## src/rtl/ospfb_sequencer_if.sv

```systemverilog
// ospfb_sequencer_if -- bundle of the sequencer's datapath, AXI-stream,
// FFT-config, FFT-event and status signals.
//
// Handshake rules (valid/ready):
//   - A transfer happens in the cycle where valid and ready are both high.
//   - s_axis: a word is consumed when s_axis_tvalid & s_axis_tready.
//     s_axis_tready never depends on s_axis_tvalid.
//   - cfg: cfg_tvalid stays high with a stable cfg_tdata until the
//     cfg_tvalid & cfg_tready cycle. It then drops on the next cycle.
//   - m_axis_tready is a plain gate on the datapath step. One datapath step
//     (dp_ce) produces exactly one FFT input word.
//
// Modports:
//   master : the sequencer side (drives the control and status signals)
//   slave  : the datapath/FFT/upstream side
//
// Parameter PC_W : width of pc_offset, $clog2(FFT_LEN)
interface ospfb_sequencer_if #(
  parameter int PC_W = 7
);
  logic            s_axis_tvalid;
  logic            s_axis_tready;
  logic            m_axis_tready;
  logic            dp_ce;
  logic            dp_hold_rst;
  logic            din_new;
  logic [PC_W-1:0] pc_offset;
  logic            frame_tlast;
  logic            cfg_tvalid;
  logic [15:0]     cfg_tdata;
  logic            cfg_tready;
  logic            event_tlast_unexpected;
  logic            event_tlast_missing;
  logic            event_fft_overflow;
  logic [2:0]      err_sticky;
  logic [31:0]     frame_ctr;
  logic [2:0]      state;

  modport master (
    input  s_axis_tvalid, m_axis_tready, cfg_tready,
           event_tlast_unexpected, event_tlast_missing, event_fft_overflow,
    output s_axis_tready, dp_ce, dp_hold_rst, din_new, pc_offset, frame_tlast,
           cfg_tvalid, cfg_tdata, err_sticky, frame_ctr, state
  );

  modport slave (
    output s_axis_tvalid, m_axis_tready, cfg_tready,
           event_tlast_unexpected, event_tlast_missing, event_fft_overflow,
    input  s_axis_tready, dp_ce, dp_hold_rst, din_new, pc_offset, frame_tlast,
           cfg_tvalid, cfg_tdata, err_sticky, frame_ctr, state
  );
endinterface

```

## src/rtl/ospfb_sequencer.sv

```systemverilog
// ospfb_sequencer -- control-path sequencer for the oversampled PFB datapath.
//
// Operating sequence:
//   1. Bring the datapath out of reset and flush it with zeros.
//   2. Issue the FFT configuration word.
//   3. For each output frame, pace FFT_LEN/SAMP_PER_CLK datapath steps.
//      The first DEC_FAC/SAMP_PER_CLK steps consume a new input word.
//      The remaining steps recirculate.
//   4. Track the phase-compensation rotation offset and frame tlast.
//   5. Latch FFT error events.
//
// Ports:
//   clk, rstn : clock and synchronous active-low reset
//   en        : run enable (starts the sequence; pauses RUN in place)
//   bus       : ospfb_sequencer_if.master
//               s_axis / m_axis_tready   : step pacing
//               dp_ce, dp_hold_rst       : datapath control
//               din_new                  : new input or recirculate
//               pc_offset, frame_tlast   : phase compensation and frame marker
//               cfg_*                    : FFT config
//               event_*                  : FFT events
//               err_sticky, frame_ctr    : status
//               state                    : FSM state for debug
//
// Optional macro OSPFB_SEQ_OVFL_HALT_EN:
//   When defined, an FFT overflow event during RUN also halts into ERR.
module ospfb_sequencer #(
  parameter int          FFT_LEN      = 128,
  parameter int          DEC_FAC      = 96,
  parameter int          PTAPS        = 8,
  parameter int          SAMP_PER_CLK = 2,
  parameter logic [15:0] CFG_WORD     = 16'h0001
) (
  input  logic              clk,
  input  logic              rstn,
  input  logic              en,
  ospfb_sequencer_if.master bus
);

  localparam int PCW     = $clog2(FFT_LEN);
  localparam int L       = FFT_LEN / SAMP_PER_CLK;
  localparam int D       = DEC_FAC / SAMP_PER_CLK;
  localparam int FLUSH_N = FFT_LEN * PTAPS / SAMP_PER_CLK;
  localparam int KW      = (L > 1) ? $clog2(L) : 1;
  localparam int FW      = (FLUSH_N > 1) ? $clog2(FLUSH_N) : 1;

  localparam logic [KW-1:0] K_LAST     = KW'(L - 1);
  localparam logic [KW:0]   D_LIM      = (KW + 1)'(D);
  localparam logic [FW-1:0] FLUSH_LAST = FW'(FLUSH_N - 1);
  localparam logic [PCW:0]  LEN_W      = (PCW + 1)'(FFT_LEN);
  localparam logic [PCW:0]  DEC_W      = (PCW + 1)'(DEC_FAC % FFT_LEN);

  typedef enum logic [2:0] {
    IDLE    = 3'd0,
    INIT    = 3'd1,
    WAITFFT = 3'd2,
    RUN     = 3'd3,
    ERR     = 3'd4
  } state_t;

  state_t          st;
  logic [FW-1:0]   flush_ctr;
  logic [KW-1:0]   k;
  logic [PCW-1:0]  pc;
  logic            cfg_valid_q;
  logic            hold_rst_q;
  logic [2:0]      err_q;
  logic [31:0]     frame_q;

  logic            din_new;
  logic            run_step;
  logic            halt_evt;
  logic [PCW:0]    pc_sum;
  logic [PCW:0]    pc_wrap;
  logic [2:0]      evt_vec;

  assign evt_vec = {bus.event_fft_overflow, bus.event_tlast_missing,
                    bus.event_tlast_unexpected};

`ifdef OSPFB_SEQ_OVFL_HALT_EN
  assign halt_evt = bus.event_tlast_unexpected | bus.event_tlast_missing |
                    bus.event_fft_overflow;
`else
  assign halt_evt = bus.event_tlast_unexpected | bus.event_tlast_missing;
`endif

  // The new-input window is the first D steps of every frame.
  assign din_new = (st == RUN) && ({1'b0, k} < D_LIM);

  // A recirculate step needs no upstream word, so only new-input steps wait
  // on s_axis_tvalid.
  assign run_step = (st == RUN) && en && bus.m_axis_tready &&
                    (!din_new || bus.s_axis_tvalid);

  // Both operands are below FFT_LEN, so one conditional subtract gives the
  // modulo. This also holds when FFT_LEN is not a power of two.
  assign pc_sum  = {1'b0, pc} + DEC_W;
  assign pc_wrap = (pc_sum >= LEN_W) ? (pc_sum - LEN_W) : pc_sum;

  always_ff @(posedge clk) begin
    if (!rstn) begin
      st          <= IDLE;
      flush_ctr   <= '0;
      k           <= '0;
      pc          <= '0;
      cfg_valid_q <= 1'b0;
      hold_rst_q  <= 1'b1;
      err_q       <= 3'b000;
      frame_q     <= 32'd0;
    end else begin
      err_q <= err_q | evt_vec;
      case (st)
        IDLE: begin
          hold_rst_q <= 1'b1;
          if (en) begin
            st        <= INIT;
            flush_ctr <= '0;
          end
        end
        INIT: begin
          if (flush_ctr == FLUSH_LAST) begin
            st          <= WAITFFT;
            hold_rst_q  <= 1'b0;
            cfg_valid_q <= 1'b1;
          end else begin
            flush_ctr <= flush_ctr + 1'b1;
          end
        end
        WAITFFT: begin
          if (cfg_valid_q && bus.cfg_tready) begin
            cfg_valid_q <= 1'b0;
            st          <= RUN;
          end
        end
        RUN: begin
          // A step issued in the same cycle as a halting event still took
          // place downstream, so the counters account for it.
          if (run_step) begin
            if (k == K_LAST) begin
              k       <= '0;
              frame_q <= frame_q + 32'd1;
              pc      <= pc_wrap[PCW-1:0];
            end else begin
              k <= k + 1'b1;
            end
          end
          if (halt_evt) st <= ERR;
        end
        ERR: begin
          st <= ERR;
        end
        default: st <= IDLE;
      endcase
    end
  end

  assign bus.dp_ce         = (st == INIT) || run_step;
  assign bus.dp_hold_rst   = hold_rst_q;
  assign bus.din_new       = din_new;
  assign bus.s_axis_tready = (st == RUN) && en && din_new && bus.m_axis_tready;
  assign bus.frame_tlast   = (k == K_LAST);
  assign bus.pc_offset     = pc;
  assign bus.cfg_tvalid    = cfg_valid_q;
  assign bus.cfg_tdata     = CFG_WORD;
  assign bus.err_sticky    = err_q;
  assign bus.frame_ctr     = frame_q;
  assign bus.state         = st;

endmodule

```

## src/flat_wrapper.sv

```systemverilog
// flat-port wrapper written by rule: the top's interface ports become plain ports
module ospfb_sequencer_flat 
#(
  parameter int          FFT_LEN      = 128,
  parameter int          DEC_FAC      = 96,
  parameter int          PTAPS        = 8,
  parameter int          SAMP_PER_CLK = 2,
  parameter logic [15:0] CFG_WORD     = 16'h0001
)
  (clk, rstn, en, bus_s_axis_tvalid, bus_m_axis_tready, bus_cfg_tready, bus_event_tlast_unexpected, bus_event_tlast_missing, bus_event_fft_overflow, bus_s_axis_tready, bus_dp_ce, bus_dp_hold_rst, bus_din_new, bus_pc_offset, bus_frame_tlast, bus_cfg_tvalid, bus_cfg_tdata, bus_err_sticky, bus_frame_ctr, bus_state);
  ospfb_sequencer_if bus_i ();
  input  logic clk;
  input  logic rstn;
  input  logic en;
  input wire logic [$bits(bus_i.s_axis_tvalid)-1:0] bus_s_axis_tvalid;
  input wire logic [$bits(bus_i.m_axis_tready)-1:0] bus_m_axis_tready;
  input wire logic [$bits(bus_i.cfg_tready)-1:0] bus_cfg_tready;
  input wire logic [$bits(bus_i.event_tlast_unexpected)-1:0] bus_event_tlast_unexpected;
  input wire logic [$bits(bus_i.event_tlast_missing)-1:0] bus_event_tlast_missing;
  input wire logic [$bits(bus_i.event_fft_overflow)-1:0] bus_event_fft_overflow;
  output wire logic [$bits(bus_i.s_axis_tready)-1:0] bus_s_axis_tready;
  output wire logic [$bits(bus_i.dp_ce)-1:0] bus_dp_ce;
  output wire logic [$bits(bus_i.dp_hold_rst)-1:0] bus_dp_hold_rst;
  output wire logic [$bits(bus_i.din_new)-1:0] bus_din_new;
  output wire logic [$bits(bus_i.pc_offset)-1:0] bus_pc_offset;
  output wire logic [$bits(bus_i.frame_tlast)-1:0] bus_frame_tlast;
  output wire logic [$bits(bus_i.cfg_tvalid)-1:0] bus_cfg_tvalid;
  output wire logic [$bits(bus_i.cfg_tdata)-1:0] bus_cfg_tdata;
  output wire logic [$bits(bus_i.err_sticky)-1:0] bus_err_sticky;
  output wire logic [$bits(bus_i.frame_ctr)-1:0] bus_frame_ctr;
  output wire logic [$bits(bus_i.state)-1:0] bus_state;
  assign bus_i.s_axis_tvalid = bus_s_axis_tvalid;
  assign bus_i.m_axis_tready = bus_m_axis_tready;
  assign bus_i.cfg_tready = bus_cfg_tready;
  assign bus_i.event_tlast_unexpected = bus_event_tlast_unexpected;
  assign bus_i.event_tlast_missing = bus_event_tlast_missing;
  assign bus_i.event_fft_overflow = bus_event_fft_overflow;
  assign bus_s_axis_tready = bus_i.s_axis_tready;
  assign bus_dp_ce = bus_i.dp_ce;
  assign bus_dp_hold_rst = bus_i.dp_hold_rst;
  assign bus_din_new = bus_i.din_new;
  assign bus_pc_offset = bus_i.pc_offset;
  assign bus_frame_tlast = bus_i.frame_tlast;
  assign bus_cfg_tvalid = bus_i.cfg_tvalid;
  assign bus_cfg_tdata = bus_i.cfg_tdata;
  assign bus_err_sticky = bus_i.err_sticky;
  assign bus_frame_ctr = bus_i.frame_ctr;
  assign bus_state = bus_i.state;
  ospfb_sequencer #(.FFT_LEN(FFT_LEN), .DEC_FAC(DEC_FAC), .PTAPS(PTAPS), .SAMP_PER_CLK(SAMP_PER_CLK), .CFG_WORD(CFG_WORD)) u_core (.clk(clk), .rstn(rstn), .en(en), .bus(bus_i));
endmodule
```

## config.mk

```make
export PLATFORM = sky130hd
export DESIGN_NAME = ospfb_sequencer_flat
export DESIGN_NICKNAME = d
export VERILOG_FILES = /design/src/rtl/ospfb_sequencer_if.sv /design/src/rtl/ospfb_sequencer.sv /design/src/flat_wrapper.sv
export SDC_FILE = /design/constraint.sdc
export NUM_CORES = 1
export LEC_CHECK = 0
export BUFFER_PORTS_ARGS = -buffer_cell sky130_fd_sc_hd__buf_2
export CAP_MARGIN = 20
export CELL_PAD_IN_SITES_DETAIL_PLACEMENT = 1
export CELL_PAD_IN_SITES_GLOBAL_PLACEMENT = 1
export CORE_UTILIZATION = 36
export CTS_BUF_LIST = sky130_fd_sc_hd__clkbuf_4 sky130_fd_sc_hd__clkbuf_8
export DETAILED_ROUTE_END_ITERATION = 12
export MAX_ROUTING_LAYER = met4
export PLACE_DENSITY_LB_ADDON = 0.1
export REMOVE_ABC_BUFFERS = 1
export SYNTH_ARGS = -nofsm -noshare
export SYNTH_HDL_FRONTEND = slang
export SYNTH_SLANG_ARGS = --single-unit
```

## constraint.sdc

```tcl
create_clock -name clk -period 1.96 [get_ports clk]
set_input_delay 0.098 -clock clk [delete_from_list [all_inputs] [get_ports clk]]
set_output_delay 0.098 -clock clk [all_outputs]
set_load 0.03 [all_outputs]
```

### Yosys cells after proc, flatten, opt, wreduce, memory -nomap -nowiden

Cells that the tools add are included.

* bitwise gates (word level): 2
* reductions and logical operators: 19
* add/subtract/negate cells: 5
* $lt $le $gt $ge: 2
* muxes and demuxes: 15
* equality and inequality tests: 11

Operator list (count)
* adder 32 x 1 -> 32 bit, second input constant: 1
* two-way mux 9 bit: 2
* case mux 9 bit (2 select lines): 1
* case mux 3 bit (5 select lines): 1
* two-way mux 3 bit: 4
* adder 9 x 1 -> 9 bit, second input constant: 1
* == test 9 bit, second input constant: 1
* AND reduction 3 bit: 3
* adder 7 x 7 -> 8 bit, second input constant: 1
* greater-or-equal comparator 8 bit, second input constant: 1
* logical AND 1 bit: 7
* two-way mux 7 bit: 1
* subtractor 7 x 1 -> 7 bit, second input constant: 1
* adder 6 x 1 -> 6 bit, second input constant: 1
* == test 3 x 2 -> 1 bit, second input constant: 2
* == test 6 bit, second input constant: 1
* less-than comparator 6 bit, second input constant: 1
* two-way mux 6 bit: 1
* != test 2 x 1 -> 1 bit, second input constant: 3
* != test 2 bit, second input constant: 2
* case mux 1 bit (2 select lines): 2
* AND reduction 2 bit: 2
* AND reduction 4 bit: 1
* nonzero test 2 bit: 2
* 8 further kinds: 11

* logic and storage cells: 62
* input bits: 9
* bits in registers: 62
* output and inout bits: 67

### Logic depth before layout (Yosys ltp)

Gate-level depths: netlist of run 1.

* word-level depth: 6
* depth in mapped cells: 8
* gate-level depth less buffers: 8

### Worst setup path before layout of run 1

OpenSTA, ideal clock, no wires.

* kind: register -> register
* start point: register u_core.frame_q[9], in the netlist u_core.bus.frame_ctr[9]
* end point: register u_core.frame_q[28], in the netlist u_core.bus.frame_ctr[28]
* cell stages (with the launch flop): 7
* library setup time: 0.072 ns
* setup slack: -0.161 ns
* data required time: 1.888 ns
* period minus slack after synthesis: 2.121 ns
* data arrival time: 2.049 ns
* path buffers: 2
* cell sequence: dfxtp_1 -> nand4_1 -> or4_1 -> clkbuf_1 -> buf_2 -> nor4_1 -> mux2i_1

* longest elaborated chain between the ends: 1

Ends and longest elaborated chain
* start: declaration: RTL line ospfb_sequencer.sv:68 `logic [31:0] frame_q;`
* start signal: assignment: RTL line ospfb_sequencer.sv:141 `frame_q <= frame_q + 32'd1;`
* adder 32 x 1 -> 32 bit: RTL line ospfb_sequencer.sv:141

No other way between the ends.
A chain may end at the register's enable or synchronous reset.

### Worst setup path in the final report of run 1

* start point: register u_core.k[0]
* end point: register u_core.frame_q[20], in the netlist u_core.bus.frame_ctr[20]

* longest elaborated chain between the ends: 6
* elaborated cells on any way between the ends: 7
* classes of those cells: 1 x order compare; 1 x eq/ne; 5 x reduce/logical

Ends and longest elaborated chain
* start: declaration: RTL line ospfb_sequencer.sv:63 `logic [KW-1:0] k;`
* start signal: assignment: RTL line ospfb_sequencer.sv:144 `k <= k + 1'b1;`
* less-than comparator 6 bit: RTL line ospfb_sequencer.sv:88 `assign din_new = (st == RUN) && ({1'b0, k} < D_LIM);`
* logical AND 1 bit: RTL line ospfb_sequencer.sv:88
* logical NOT 1 bit: RTL line ospfb_sequencer.sv:93 `(!din_new || bus.s_axis_tvalid);`
* logical OR 1 bit: RTL line ospfb_sequencer.sv:93
* logical AND 1 bit: RTL line ospfb_sequencer.sv:92 `assign run_step = (st == RUN) && en && bus.m_axis_tready &&`
* AND reduction 3 bit (no source line) (*)

Every way passes the cells marked *; elsewhere a longest branch is shown, timed or not.

==> run_results.csv, run 1 <==
group,metric,value,unit
status,status,"finished, final reports clean",
layout,layout_commonest_cell,"buf_2",
layout,final_cell_mix,"55 x buf_2, 50 x buf_4, 50 x dfxtp_1",
worst_hold_path,hold_end,"u_core.bus.err_sticky[1]$_SDFF_PN0_",
logic_synthesis,synthFlopType,"dfxtp_1",
power,power.density,673,mW/mm²
drt,drcViolationCount,0,
sta,rsz0062_at_grt,"yes",
sta,skew,0.00579,ns
worst_setup_path,cp.required,2.24,ns
clock_network,htree_levels,3,
sta,fin_hold_ws,0.00728,ns
power,ir_drop,0.000313,V
sta,fin_crit_sh,0.993,
clock_network,ctsLongestPathBuffers,2,
logic_synthesis,ys_types,43,
logic_synthesis,synthTopCellsByArea,"dfxtp_1 38%, buf_4 5.2%, a21oi_1 5.2%",
global_route,grt_use_total,0.217,
logic_synthesis,synth_top_area_share,0.379,
drt,routed-wl-met3,308,µm
global_route,grt_max_degree,21,
floorplanning,fp.dieH,93.4,µm
worst_setup_path,regToRegEndpoint,"u_core.bus.frame_ctr[20]$_SDFFE_PN0P_",
clock_network,clkTransAtPathRegs,0.07,ns
worst_hold_path,hold_path_depth,3,
sta,final-setup-viol-count,0,
floorplanning,die_area,0.00873,mm²
drt,detail_route.first_pass.iterations,4,
logic_synthesis,yosys_warnings,0,
drt,wl_met1,4.01,mm
floorplanning,die_x,93.4,µm
placed_design,place_ws,-0.161,ns
sta,hold_violations,0,
logic_synthesis,synth_seq_area_share,0.379,
global_route,global_route.overflow_total,0,
drt,vias,3085,
drt,routedWlPerCell,15.5,µm
worst_setup_path,cp-start-kind,"flop",
drt,postRouteAntennaNets,0,
clock_network,cts_root_buffer,"clkbuf_8",
global_route,antenna_found_initial,0,
logic_synthesis,synth_area_per_cell,8.32,µm²
global_route,grt_pass1_wl,14.4,mm
layout,nets,476,
worst_hold_path,holdCritStartpoint,"bus_event_tlast_missing",
layout,fillers,967,
clock_network,tritoncts,"done",
sta,layout_setup_ws,0.0131,ns
worst_setup_path,end_kind,"flop",
logic_synthesis,syn_inst,362,
sta,fmax,514,MHz
sta,period_needed,1.95,ns
drt,postRouteWirelength,8.81,mm
sta,slew_viol_final,0,
run,cap_viol_max_count,0,
floorplanning,core_area,0.00789,mm²
power,p_leak,1.61,nW
logic_synthesis,synth_top_cell_by_area,"dfxtp_1",
drt,drt_iter0_drc,84,
drt,met2WireLength,4.33,mm
floorplanning,fp-row-count,32,
placed_design,port_buffers,54,
logic_synthesis,synth_area,0.00301,mm²
floorplanning,start_util,0.382,
worst_setup_path,r2r_cells,5,
layout,n_antenna_cell,0,
sta,slew_headroom,0.672,
sta,tns,0,ns
global_route,grt_pass1_vias,3039,
placed_design,gp_congestion,0.794,
clock_network,cts_num_sinks,57,
sta,worst_pin_slew,0.480,ns
placed_design,post-dp-hpwl,5.84,mm
worst_setup_path,crit_type,"flop to flop",
logic_synthesis,yosys_register_bits,57,
clock_network,cts_buffers,9,
drt,detail_route.vias_per_cell,5.41,
logic_synthesis,synth_edf_count,0,
floorplanning,ioPinCount,76,
layout,syn_to_final_growth,34.5,%
worst_setup_path,r2r_slack,0.01,ns
worst_setup_path,r2r_start,"u_core.k[0]$_SDFFE_PN0P_",
worst_setup_path,cp_max_fo,9,
worst_setup_path,critical_path_arrival,2.23,ns
drt,top_layer,"met4",
layout,drive_gt1_frac,0.333,
worst_hold_path,hold_path.class,"input port to flop",
clock_network,clk_latency,0.34,ns
logic_synthesis,synth-async-reset-ratio,0,
==> registers in the layout (all words and copies together), names as in the netlist <==
name / flops
u_core.bus.frame_ctr: 32
u_core.flush_ctr: 9
u_core.k: 6
u_core.bus.err_sticky: 3
u_core.bus.state: 3
u_core.bus.pc_offset: 2
u_core.bus.cfg_tvalid: 1
u_core.bus.dp_hold_rst: 1
==> synthesized netlist by cell type (3+ instances only) <==
master	count
dfxtp_1	57
a21oi_1	31
nand2_1	28
nor2_1	26
buf_4	21
nand3_1	19
or4_1	18
clkbuf_1	16
o31ai_1	16
nand2b_1	14
mux2i_1	12
nor4_1	12
nand4_1	10
o21ai_0	9
or3_1	9
xnor2_1	9
inv_1	6
and4_1	5
ha_1	4
nand3b_1	4
nor3_1	4
a211oi_1	3
and3_1	3
==> metrics by stage <==
step	cell area (µm²)	instances	power, mW	util
floorplan	2830	340	1.31	-
global placement	3600	546	1.37	0.457
detailed placement	3600	546	1.38	0.457
CTS	3960	568	2.75	0.502
global route	4050	570	2.82	0.513
finish	4050	570	2.72	0.513
==> critical path: stages (launching register included) <==
cell and delay [ns]:
dfxtp_2 0.37, ha_4 0.16, nand3_4 0.11, or4_4 0.64, or4_4 0.45, a21oi_2 0.14
==> logic make-up after synthesis <==
family | synth area share
AOI/OAI and AO/OA | 0.138
xor gates and xnor gates | 0.0262
buffers and inverters | 0.0919
DFF | 0.379
muxes | 0.0399
other | 0.00249
and+or+nand+nor | 0.305
adders and majority gates | 0.0166
==> power breakdown <==
part           internal, mW  leakage [nW]  total (mW)  switching (mW)
clock                 0.872         0.126        1.37           0.497
sequential             1.17         0.464        1.17         0.00542
combinational        0.0481          1.02       0.184           0.136
==> what timing repair did <==
item,in CTS,in global routing
resized for setup,16,19
buffers inserted,1,3
endpoints found under the hold margin,2,0
gates cloned,3,0
pin swaps,3,11
hold buffers,2,0
endpoints found under the setup margin,26,20
==> routing by layer <==
metal  track usage  up-vias
li1              -     1498
met1         0.258     1504
met2         0.365       69
met3        0.0382       14
met4        0.0846        0
met5             -        -
==> worst max-delay path by stage <==
| stage | from | end | slack, ns | depth (start not counted) |
|---|---|---|---|---|
| after floorplan | u_core.bus.state[1]$_SDFFE_PN0P_ | u_core.bus.frame_ctr[20]$_SDFFE_PN0P_ | -0.41 | 4 |
| after global placement | u_core.k[0]$_SDFFE_PN0P_ | u_core.bus.frame_ctr[17]$_SDFFE_PN0P_ | -0.06 | 5 |
| after detailed placement | u_core.k[0]$_SDFFE_PN0P_ | u_core.bus.frame_ctr[17]$_SDFFE_PN0P_ | -0.16 | 5 |
| after CTS | u_core.flush_ctr[1]$_SDFFE_PN0P_ | u_core.flush_ctr[7]$_SDFFE_PN0P_ | 0.02 | 8 |
| after global routing | u_core.k[0]$_SDFFE_PN0P_ | u_core.bus.frame_ctr[20]$_SDFFE_PN0P_ | -0.02 | 5 |
| final | u_core.k[0]$_SDFFE_PN0P_ | u_core.bus.frame_ctr[20]$_SDFFE_PN0P_ | 0.01 | 5 |
==> area by class of cell <==
cell class | instances | area, µm² | area share
multi-input cells | 278 | 1800 | 0.444
flip-flops and latches | 57 | 1150 | 0.285
repair buffers | 110 | 704 | 0.174
clock buffers | 10 | 138 | 0.0340
well taps | 102 | 128 | 0.0315
clock inverters | 6 | 105 | 0.0260
inverters | 7 | 26.3 | 0.00649
No activity file was read; power rests on OpenSTA's default activity.
==> run 2, diff against run 1 <==
--- a/config.mk
+++ b/config.mk
@@ -9,7 +9,7 @@
 export CAP_MARGIN = 20
 export CELL_PAD_IN_SITES_DETAIL_PLACEMENT = 1
 export CELL_PAD_IN_SITES_GLOBAL_PLACEMENT = 1
-export CORE_UTILIZATION = 36
+export CORE_UTILIZATION = 43
 export CTS_BUF_LIST = sky130_fd_sc_hd__clkbuf_4 sky130_fd_sc_hd__clkbuf_8
 export DETAILED_ROUTE_END_ITERATION = 12
 export MAX_ROUTING_LAYER = met4
==> constraint.sdc (replaced) <==
create_clock -name clk -period 2.5 [get_ports clk]
set_input_delay 0.125 -clock clk [delete_from_list [all_inputs] [get_ports clk]]
set_output_delay 0.125 -clock clk [all_outputs]
set_load 0.03 [all_outputs]
==> run 2 against run 1 <==
Global-route usage up 0.59 points; clock-buffer cell count up 3; routed wire length down 16%; first-iteration DRC count up 46%; worst hold slack worse by 0.00055 ns; via count down 8.5%; sequential power down 21%; largest cell class unchanged; clock skew about the same; highest routed layer unchanged; final cell count down 10%; clock power down 43%; sequential share of layout area up 4.6 points; cell area down 15%.
==> run_results.csv, run 2 (synthesized netlist as in run 1, its figures left out) <==
group,metric,value,unit
clock_network,clkTransAtPathRegs,0.06,ns
worst_setup_path,crit_end,"u_core.bus.frame_ctr[17]$_SDFFE_PN0P_",
sta,final-setup-viol-count,0,
power,comb_power_share,0.069,
sta,fmax,442,MHz
drt,routedWlPerCell,14.5,µm
drt,drt_iter0_drc,123,
sta,hold_violations,0,
global_route,grt_pass1_wl,12.8,mm
layout,regArea,0.00114,mm²
layout,syn_to_final_growth,14.8,%
worst_setup_path,r2r_slack,0.24,ns
clock_network,cts_resized,0,
layout,layout_commonest_cell,"dfxtp_1",
sta,fin_crit_sh,0.904,
placed_design,post-dp-hpwl,5.19,mm
worst_setup_path,r2r_start,"u_core.k[0]$_SDFFE_PN0P_",
worst_setup_path,crit_start,"u_core.k[0]$_SDFFE_PN0P_",
layout,n_antenna_cell,0,
sta,rsz0062_at_grt,"no",
layout,multi_input_area,0.00166,mm²
power,pwr-share-seq,0.504,
global_route,grt_max_degree,39,
layout,largest_register_ffs,32,
sta,slew_headroom,0.556,
drt,detail_route.first_pass.iterations,4,
sta,slew_viol_final,0,
global_route,antenna_found_initial,0,
power,p_total,1.82,mW
clock_network,htree_levels,3,
clock_network,cts_root_buffer,"clkbuf_8",
sta,skew,0.00586,ns
floorplanning,die_x,85.7,µm
worst_setup_path,cp-start-kind,"flop",
power,pwr-share-clk,0.427,
global_route,grt_use_total,0.223,
clock_network,clk_latency,0.34,ns
layout,drive_gt1_frac,0.193,
clock_network,tritoncts,"done",
drt,vias,2823,
sta,worst_pin_slew,0.659,ns
placed_design,port_buffers,54,
floorplanning,core_area,0.00679,mm²
worst_setup_path,r2r_cells,5,
worst_setup_path,critical_path_arrival,2.53,ns
clock_network,cts_buffers,9,
power,power.density,528,mW/mm²
global_route,global_route.overflow_total,0,
layout,nets,426,
drt,postRouteAntennaNets,0,
power,netSwitchingFraction,0.245,
power,ir_drop,0.000257,V
sta,period_needed,2.26,ns
clock_network,ctsLongestPathBuffers,2,
power,power.internal,1.38,mW
status,status,"finished, final reports clean",
placed_design,gp_congestion,0.725,
worst_setup_path,end_kind,"flop",
power,p_switching,447,µW
worst_hold_path,holdCritStartpoint,"bus_event_fft_overflow",
drt,detail_route.vias_per_cell,5.52,
clock_network,cts_num_sinks,57,
sta,layout_setup_ws,0.239,ns
worst_setup_path,regToRegEndpoint,"u_core.bus.frame_ctr[17]$_SDFFE_PN0P_",
drt,drcViolationCount,0,
floorplanning,start_util,0.443,
worst_setup_path,cp.required,2.76,ns
global_route,grt_pass1_vias,2761,
clock_network,postCtsSetupBuffers,0,
worst_hold_path,hold_path.class,"input port to flop",
layout,final_cell_mix,"57 x dfxtp_1, 54 x buf_2, 31 x a21oi_1",
floorplanning,die_area,0.00734,mm²
run,cap_viol_max_count,0,
floorplanning,ioPinCount,76,
placed_design,place_ws,0.250,ns
layout,fillers,876,
floorplanning,fp.dieH,85.7,µm
worst_setup_path,cp_max_fo,38,
worst_setup_path,crit_type,"flop to flop",
clock_network,cts_hold_buf,0,
drt,postRouteWirelength,7.42,mm
floorplanning,fp-row-count,30,
sta,tns,0,ns
power,p_leak,1.31,nW
[run 2: cell count changes in the layout (fill, tap and decap cells not counted), moves of 5 or more]
cell,previous run,this run
nor4_1,7,12
buf_4,50,8
dfxtp_1,50,57
or4_4,7,1
dfxtp_2,6,0
[run 2: how the worst min path moves through the flow]
stage	to	slack [ns]	cells past startpoint
global route	u_core.bus.err_sticky[2]$_SDFF_PN0_	0.03	3
CTS	u_core.bus.err_sticky[2]$_SDFF_PN0_	0.0009	3
global placement	u_core.bus.err_sticky[2]$_SDFF_PN0_	0.33	3
floorplan	u_core.bus.dp_hold_rst$_SDFFE_PN1P_	0.21	1
detailed placement	u_core.bus.err_sticky[2]$_SDFF_PN0_	0.35	3
finish	u_core.bus.err_sticky[2]$_SDFF_PN0_	0.007	3
[run 2: critical path, stage by stage, from the launching register on]
cell,delay [ns]
dfxtp_1,0.40
ha_1,0.19
nand3_1,0.18
or4_4,0.75
or4_1,0.52
a21oi_1,0.14
[run 2: per-stage QoR]
stage               instances  hold slack (ns)   util  cell area, µm²
global placement          498            0.334  0.483            3280
global route              511           0.0321  0.508            3450
detailed placement        498            0.352  0.483            3280
CTS                       511         0.000864  0.508            3450
finish                    511          0.00673  0.508            3450
floorplan                 340            0.214      -            2830
[run 2: power by group through the flow]
stage               Sequential (mW)  Combinational (mW)  Clock [mW]
floorplan                     0.950              0.0775           0
global placement              0.939               0.123           0
detailed placement            0.940               0.125           0
CTS                           0.920               0.126       0.799
global route                  0.920               0.136       0.838
finish                        0.920               0.125       0.779
[run 2: metal layers]
layer	global-route usage	vias to the layer above	wire [µm]
li1	-	1394	-
met1	0.277	1360	3550
met2	0.367	57	3520
met3	0.0308	12	245
met4	0.0909	0	110
met5	-	-	0
[run 2: final cells by class]
type,instances,share of cell area
well taps,96,0.0348
flip-flops and latches,57,0.330
repair buffers,62,0.0956
multi-input cells,276,0.482
clock buffers,13,0.0500
inverters,7,0.00761
